[src/rtl/mem_bist_master.sv]
`default_nettype none
// ============================================================================
// Module  : mem_bist_master
// Brief   : Write/read-back self-test initiator for a valid/ready single-port
//           memory. Optional handshake watchdog under macro BIST_TIMEOUT_EN.
// Revision: 1.0 - initial release
// ============================================================================
module mem_bist_master #(
    parameter int WIDTH      = 16,
    parameter int DEPTH      = 64,
    parameter int ADDR_WIDTH = $clog2(DEPTH),
    parameter int ERR_WIDTH  = $clog2(DEPTH + 1),
    parameter int TIMEOUT    = 16
) (
    input  logic                  clk_i,
    input  logic                  reset_i,
    input  logic                  start_i,
    input  logic [WIDTH-1:0]      seed_i,
    output logic                  busy_o,
    output logic                  done_o,
    output logic                  pass_o,
    output logic [ERR_WIDTH-1:0]  err_count_o,
    output logic [ADDR_WIDTH-1:0] fail_addr_o,
    output logic                  timeout_o,
    output logic                  valid_o,
    output logic [ADDR_WIDTH-1:0] addr_o,
    output logic [WIDTH-1:0]      wdata_o,
    output logic                  wr_rd_o,
    input  logic                  ready_i,
    input  logic [WIDTH-1:0]      rdata_i
);

    typedef enum logic [2:0] {
        S_IDLE   = 3'd0,
        S_WR_REQ = 3'd1,
        S_WR_GAP = 3'd2,
        S_RD_REQ = 3'd3,
        S_RD_GAP = 3'd4,
        S_DONE   = 3'd5
    } state_t;

    localparam logic [ADDR_WIDTH-1:0] c_LAST_ADDR = ADDR_WIDTH'(DEPTH - 1);

    state_t                r_state;
    state_t                w_next_state;
    logic [ADDR_WIDTH-1:0] r_addr;
    logic [WIDTH-1:0]      r_seed;
    logic [WIDTH-1:0]      w_expect;
    logic [ERR_WIDTH-1:0]  r_err;
    logic [ADDR_WIDTH-1:0] r_fail_addr;
    logic                  r_pass;
    logic                  w_last;
    logic                  w_timeout_hit;

    assign w_last      = (r_addr == c_LAST_ADDR);
    assign w_expect    = r_seed ^ WIDTH'(r_addr);
    assign addr_o      = r_addr;
    assign wdata_o     = w_expect;
    assign err_count_o = r_err;
    assign fail_addr_o = r_fail_addr;
    assign pass_o      = r_pass;

`ifdef BIST_TIMEOUT_EN
    localparam int c_WAIT_WIDTH = $clog2(TIMEOUT + 1);

    logic [c_WAIT_WIDTH-1:0] r_wait;
    logic                    w_exit;
    logic                    w_waiting;
    logic                    r_timeout;

    always_comb begin
        w_exit    = 1'b0;
        w_waiting = 1'b0;
        case (r_state)
            S_WR_REQ, S_RD_REQ: begin w_exit = ready_i;  w_waiting = !ready_i; end
            S_WR_GAP, S_RD_GAP: begin w_exit = !ready_i; w_waiting = ready_i;  end
            default: ;
        endcase
    end

    assign w_timeout_hit = w_waiting && (r_wait == c_WAIT_WIDTH'(TIMEOUT - 1));
    assign timeout_o     = r_timeout;

    // Any state change (including the entry from IDLE) restarts the wait count.
    always_ff @(posedge clk_i) begin
        if (reset_i) begin
            r_wait    <= '0;
            r_timeout <= 1'b0;
        end else begin
            if (w_next_state != r_state)
                r_wait <= '0;
            else if (w_waiting)
                r_wait <= r_wait + c_WAIT_WIDTH'(1);
            if (r_state == S_IDLE && start_i)
                r_timeout <= 1'b0;
            else if (w_timeout_hit)
                r_timeout <= 1'b1;
        end
    end
`else
    assign w_timeout_hit = 1'b0;
    assign timeout_o     = 1'b0;
`endif

    always_ff @(posedge clk_i) begin
        if (reset_i)
            r_state <= S_IDLE;
        else
            r_state <= w_next_state;
    end

    always_comb begin
        w_next_state = r_state;
        valid_o      = 1'b0;
        busy_o       = 1'b0;
        done_o       = 1'b0;
        wr_rd_o      = 1'b0;
        case (r_state)
            S_IDLE: if (start_i) w_next_state = S_WR_REQ;
            S_WR_REQ: begin
                valid_o = 1'b1;
                busy_o  = 1'b1;
                wr_rd_o = 1'b1;
                if (ready_i) w_next_state = S_WR_GAP;
            end
            S_WR_GAP: begin
                busy_o  = 1'b1;
                wr_rd_o = 1'b1;
                if (!ready_i) w_next_state = w_last ? S_RD_REQ : S_WR_REQ;
            end
            S_RD_REQ: begin
                valid_o = 1'b1;
                busy_o  = 1'b1;
                if (ready_i) w_next_state = S_RD_GAP;
            end
            S_RD_GAP: begin
                busy_o = 1'b1;
                if (!ready_i) w_next_state = w_last ? S_DONE : S_RD_REQ;
            end
            S_DONE: begin
                done_o       = 1'b1;
                w_next_state = S_IDLE;
            end
            default: w_next_state = S_IDLE;
        endcase
        if (w_timeout_hit) w_next_state = S_DONE;
    end

    // A timeout never reaches the normal finish, so pass stays at its cleared 0.
    always_ff @(posedge clk_i) begin
        if (reset_i) begin
            r_addr      <= '0;
            r_seed      <= '0;
            r_err       <= '0;
            r_fail_addr <= '0;
            r_pass      <= 1'b0;
        end else begin
            case (r_state)
                S_IDLE: begin
                    if (start_i) begin
                        r_seed      <= seed_i;
                        r_addr      <= '0;
                        r_err       <= '0;
                        r_fail_addr <= '0;
                        r_pass      <= 1'b0;
                    end
                end
                S_RD_REQ: begin
                    if (ready_i && (rdata_i != w_expect)) begin
                        r_err <= r_err + ERR_WIDTH'(1);
                        if (r_err == '0) r_fail_addr <= r_addr;
                    end
                end
                S_WR_GAP: begin
                    if (!ready_i && !w_timeout_hit)
                        r_addr <= w_last ? '0 : r_addr + ADDR_WIDTH'(1);
                end
                S_RD_GAP: begin
                    if (!ready_i && !w_timeout_hit) begin
                        if (w_last)
                            r_pass <= (r_err == '0);
                        else
                            r_addr <= r_addr + ADDR_WIDTH'(1);
                    end
                end
                default: ;
            endcase
        end
    end

endmodule
`default_nettype wire

[config.mk]
export PLATFORM = sky130hd
export DESIGN_NAME = mem_bist_master
export DESIGN_NICKNAME = d
export VERILOG_FILES = /design/src/rtl/mem_bist_master.sv
export SDC_FILE = /design/constraint.sdc
export NUM_CORES = 1
export LEC_CHECK = 0
export CORE_MARGIN = 4
export CORE_UTILIZATION = 30
export CTS_BUF_LIST = sky130_fd_sc_hd__clkbuf_4 sky130_fd_sc_hd__clkbuf_8 sky130_fd_sc_hd__clkbuf_16
export DETAILED_ROUTE_END_ITERATION = 8
export PLACE_DENSITY = 0.57
export SYNTH_ARGS = -nofsm -noshare
export SYNTH_HDL_FRONTEND = slang
export SYNTH_SLANG_ARGS = --single-unit
[constraint.sdc]
create_clock -name clk_i -period 5.8 [get_ports clk_i]
set_clock_uncertainty 0.05 [all_clocks]
set_input_delay 0.87 -clock clk_i [delete_from_list [all_inputs] [get_ports clk_i]]
set_output_delay 0.87 -clock clk_i [all_outputs]
set_load 0.05 [all_outputs]
; ---- Word level (Yosys, flattened, before mapping)
; Index checks and enable logic that the tools add are counted.
[totals]
output_inout_bits = 41
reg_bits = 39
[classes]
eq_ne = 16
addsub = 2
bitwise_logic = 1
n_reduce_logical = 15
mux = 28
[ops]
columns = operator, count
row1 = $mux 6, 7
row2 = $mux 3, 6
row3 = $ne 2x2->1 const B, 9
row4 = $pmux 6 s3, 1
row5 = $ne 16x16->1, 1
row6 = $xor 16x6->16, 1
row7 = $pmux 3 s5, 1
row8 = $mux 7, 2
row9 = $pmux 7 s2, 1
row10 = $pmux 6 s2, 1
row11 = $reduce_and 5->1, 2
row12 = $reduce_and 4->1, 2
row13 = $add 7x1->7 const B, 1
row14 = $logic_not 7->1, 1
row15 = $mux 1, 7
row16 = $add 6x1->6 const B, 1
row17 = $eq 3x2->1 const B, 2
row18 = $eq 3x3->1 const B, 2
row19 = $eq 6x6->1 const B, 1
row20 = $reduce_bool 2->1, 2
row21 = $reduce_or 2->1, 2
row22 = $reduce_or 4->1, 1
row23 = $eq 3x1->1 const B, 1
row24 = $logic_not 3->1, 1
row25 = 6 further kinds, 6

; ---- Depth between registers and ports, before layout
[logic_depth]
ltp_word = 5
ltp_mapped = 8
ltp_nobuf = 8

; ---- Worst setup path after synthesis
; Ideal clock, no wire load.
[synth_timing]
path_kind = reg-to-reg
startpoint = reg r_addr[4], in the netlist addr_o[4]
endpoint = reg r_fail_addr[0], in the netlist fail_addr_o[0]
required_time_ps = 5678
period_less_slack_ps = 2908
slack_ps = 2892
arrival_time_ps = 2787
stages_incl_launch_ff = 8
cell_sequence = dfxtp_1 > xor2_1 > xor2_1 > or4_4 > nor2_1 > or3_1 > buf_6 > mux2i_1
[synth_between]
elab_chain_len = 5
[synth_rtl]
columns = item, line
row1 = from (decl), 46  ; logic [ADDR_WIDTH-1:0] r_addr;
row2 = from (signal assigned), 176  ; r_addr <= w_last ? '0 : r_addr + ADDR_WIDTH'(1);
row3 = from (signal assigned), 183  ; r_addr <= r_addr + ADDR_WIDTH'(1);
row4 = $xor 16x6->16, 56  ; assign w_expect = r_seed ^ WIDTH'(r_addr);
row5 = named net wdata_o[4], 27  ; output logic [WIDTH-1:0] wdata_o,
row6 = $ne 16x16->1, 169  ; if (ready_i && (rdata_i != w_expect)) begin
row7 = $logic_and 1x1->1, 169
row8 = $ne 2x2->1 (no source line), n/a
row9 = $reduce_and 4->1 (no source line), n/a
row10 = to (signal assigned), 171  ; if (r_err == '0) r_fail_addr <= r_addr;
row11 = to (decl), 50  ; logic [ADDR_WIDTH-1:0] r_fail_addr;
; The timed path passes the listed nets, and every way through them passes these cells.
; A chain may end at the register's enable or synchronous reset.

; ---- Final worst setup path
[layout_timing]
startpoint = reg r_state[0]
endpoint = out busy_o
[layout_between]
elab_chain_len = 3
word_cells_on_any_way = 6
[layout_rtl]
columns = item, line
row1 = from (decl), 44  ; state_t r_state;
row2 = from (signal assigned), 109  ; r_state <= w_next_state;
row3 = $eq 3x3->1 (tied with other cells), 118  ; case (r_state)
row4 = $reduce_or 4->1 (no source line) (*), n/a
row5 = $mux 1 (*), 118
row6 = to (decl), 19  ; output logic busy_o,
; Every way passes the cells marked *; elsewhere a longest branch is shown, timed or not.

==> key figures <==
Synthesis
  • Count of mapped cells out of synthesis: 259
  • Yosys reg bits: 39
  • Ys flop type: dfxtp_1
  • Yosys warns: 0
  • Most frequent cells after synthesis: 48 x nand2_1, 39 x dfxtp_1, 19 x a21oi_1
  • Sequential share of the synthesized area: 35.7%
  • Synth area leader: dfxtp_1
  • Syn_nets: 298
  • Number of synthesized flops with an enable pin: 0
  • Area share of the largest cell type after synthesis: 35.7%
  • Area of the mapped netlist: 2190 µm²
  • Syn avg cell area: 8.45 µm²
  • Largest cells by area after synthesis: dfxtp_1 36%, nand2_1 8.2%, xnor2_1 6.0%, xor2_1 4.8%, a21oi_1 4.3%
  • Async set or reset register ratio after synthesis: 0%
  • Most frequent cell after synthesis: nand2_1
  • Post-synthesis cell type count: 45

Cells and area
  • Post-route insts no fill: 416
  • Synth-to-layout area growth: 36.9%
  • # diodes: 0
  • Layout Nets: 358
  • Share of post-route cells with drive strength above 1: 6.25%

Die
  • Row Count: 30
  • Area of the core: 6940 µm²
  • Die height: 93.4 µm
  • Die Span X: 93.4 µm
  • I/O pin cnt: 77
  • Die area: 8720 µm²
  • Initial Util: 31.5%

Routing
  • Vias post-DR: 1,904
  • Vias per Instance: 4.58
  • Routed len/inst: 13.3 µm
  • Antenna Nets Post-Route: 0
  • First-pass DRT Iterations: 4
  • Drt total wl: 5.52 mm
  • DRC Markers: 0
  • Violation count after the first detailed-routing iteration: 97

STA
  • Tmin final: 3.04 ns
  • RSZ-0062 raised after global routing: false
  • Max Fclk: 0.329 GHz
  • Final setup vio count: 0
  • Fin Setup TNS: 0 ns
  • Tcrit/Tclk final: 52.4%
  • Final Hold Viols: 0
  • Final slew viol count: 0
  • Slew @ Worst Pin: 0.724 ns
  • Slew HR: 51.6%

Clock network
  • Setup bufs post-CTS: 0
  • CTS sink cnt: 39
  • Skew-Pair Late Insertion Delay: 0.29 ns
  • TritonCTS buffer count: 5
  • Post-CTS Resized: 0
  • Clock root buffer: clkbuf_8
  • CTS tree: done
  • H-tree levels: 2
  • CTS Hold Buffers Added: 0
  • Clock Tree Buf Depth: 2
  • Clock-pin slew on the worst setup and hold paths: 0.08 ns

Placed design
  • RD Place Congestion: 0.813
  • Final HPWL DP: 4.05 mm
  • Port bufs: 75
  • DP Cell Count: 408

Setup path
  • Startpoint class of the critical path: flip-flop
  • Reg2reg path depth: 6
  • CP Cell Sequence: nor2_1 -> xnor2_1 -> clkdlybuf4s50_1
  • Reg-to-Reg Start: r_state[0]
  • FF-to-FF End: fail_addr_o[3]
  • Worst R2R Setup Slack: 3.29 ns
  • Crit path kind: flip-flop to output port
  • Worst EP arrival: 2.12 ns
  • Critical Path Fanout Max: 15
  • Slowest CP cell: clkdlybuf4s50_1
  • CP peak stage delay: 0.82 ns
  • CP required: 4.88 ns
  • CP endpoint kind: output port

Worst hold path
  • Hold Path End: r_seed[4]
  • Hold Path Depth: 2
  • Worst Hold Class: flip-flop to flip-flop
  • Hold path start: r_seed[4]

Pwr
  • PD cells: 221 nW/µm²
  • LEAKAGE: 1.14 nW
  • Worst VDD drop: 0.000101 V

Global routing
  • GRT overflow: 0
  • Largest net degree at the start of global routing: 34
  • Total GRT Usage: 12.7%
  • Initial antenna violation count: 0
  • Global-route wire length before repair: 8.88 mm
  • Vias in the first global route: 1,847

Outcome
  • Outcome: complete, no violations

Flow run
  • MaxCap Viol Count: 0
==> where the power goes <==
part / internal [W] / switching, W / total (W) / leakage (nW)
clock network: 0.0000938 / 0.0000925 / 0.000186 / 0.0491
registers: 0.000279 / 0.0000166 / 0.000295 / 0.317
logic: 0.0000773 / 0.000104 / 0.000181 / 0.773
total: 0.000450 / 0.000213 / 0.000663 / 1.14
==> critical path, delay by kind of cell (launching register included) <==
| kind | cells | cell delay, ns |
|---|---|---|
| flip-flops | 1 | 0.67 |
| buffers and inverters | 1 | 0.82 |
| AND/OR/NAND/NOR | 1 | 0.17 |
| XOR/XNOR | 1 | 0.17 |
==> state kept, by name, summed over array words and instances (netlist names) <==
name         cells
r_seed          16
fail_addr_o      6
addr_o           6
r_state          3
pass_o           1
err_count_o      7
==> cell families (layout without fill, tap and decap cells) <==
group / Yosys count / count (layout) / synth area share (%)
compound gates: 41 / 41 / 12.2
xor+xnor: 31 / 31 / 14.4
fa+ha+maj: 3 / 3 / 1.72
buf+inv: 32 / 93 / 8.98
flops: 39 / 39 / 35.7
mux: 9 / 9 / 4.17
other cells: 1 / 1 / 0.171
simple gates: 103 / 103 / 22.7
==> cell usage in the layout, fill, tap and decap left out, types with 3 or more instances in the layout <==
cell type	netlist	routed
nand3_1	6	6
mux2i_1	8	8
nor3_1	8	8
nand2_1	48	48
dfxtp_1	39	39
nand2b_1	10	10
o21ai_0	4	4
inv_1	8	8
xnor2_1	15	15
nand4_1	5	5
o22ai_1	3	3
ha_1	3	3
clkdlybuf4s50_1	0	75
a21o_1	3	3
nor2_1	13	13
xor2_1	12	12
a21oi_1	19	19
clkbuf_8	2	5
==> cell type report <==
class,instances,area [µm²]
multi-input cells,188,1210
flip-flops and latches,39,781
clock buffers,7,83.8
fillers,714,3950
well taps,96,120
clock inverters,1,5.00
repair buffers,77,766
inverters,8,30.0
==> worst max-delay path by stage <==
stage / from / to / depth (start not counted) / slack (ns)
after floorplan: addr_o[4] / fail_addr_o[0] / 7 / 2.89
after global placement: rdata_i[6] / fail_addr_o[2] / 7 / 2.79
after detailed placement: rdata_i[8] / fail_addr_o[1] / 7 / 2.78
after CTS: r_state[0] / busy_o / 3 / 2.76
after global routing: r_state[2] / done_o / 3 / 2.59
final: r_state[0] / busy_o / 3 / 2.76
==> per-stage QoR <==
stage	util (%)	instance area [µm²]	power, W	setup WS [ns]	hold WS, ns
floorplan	-	2190	0.000425	2.89	0.398
global placement	41.9	2910	0.000484	2.79	0.404
detailed placement	41.9	2910	0.000485	2.78	0.413
CTS	43.2	3000	0.000671	2.76	0.424
global route	43.2	3000	0.000695	2.59	0.449
finish	43.2	3000	0.000663	2.76	0.420
==> layer usage <==
layer  vias up  share of wire (%)  global-route usage [%]
met5         -                  0                       0
met4         0               0.98                    3.54
met3         4                 10                    5.95
met2        73                 43                    19.4
met1       847                 46                    16.0
li1        980                  -                       -
No activity file was read; power rests on OpenSTA's default activity.
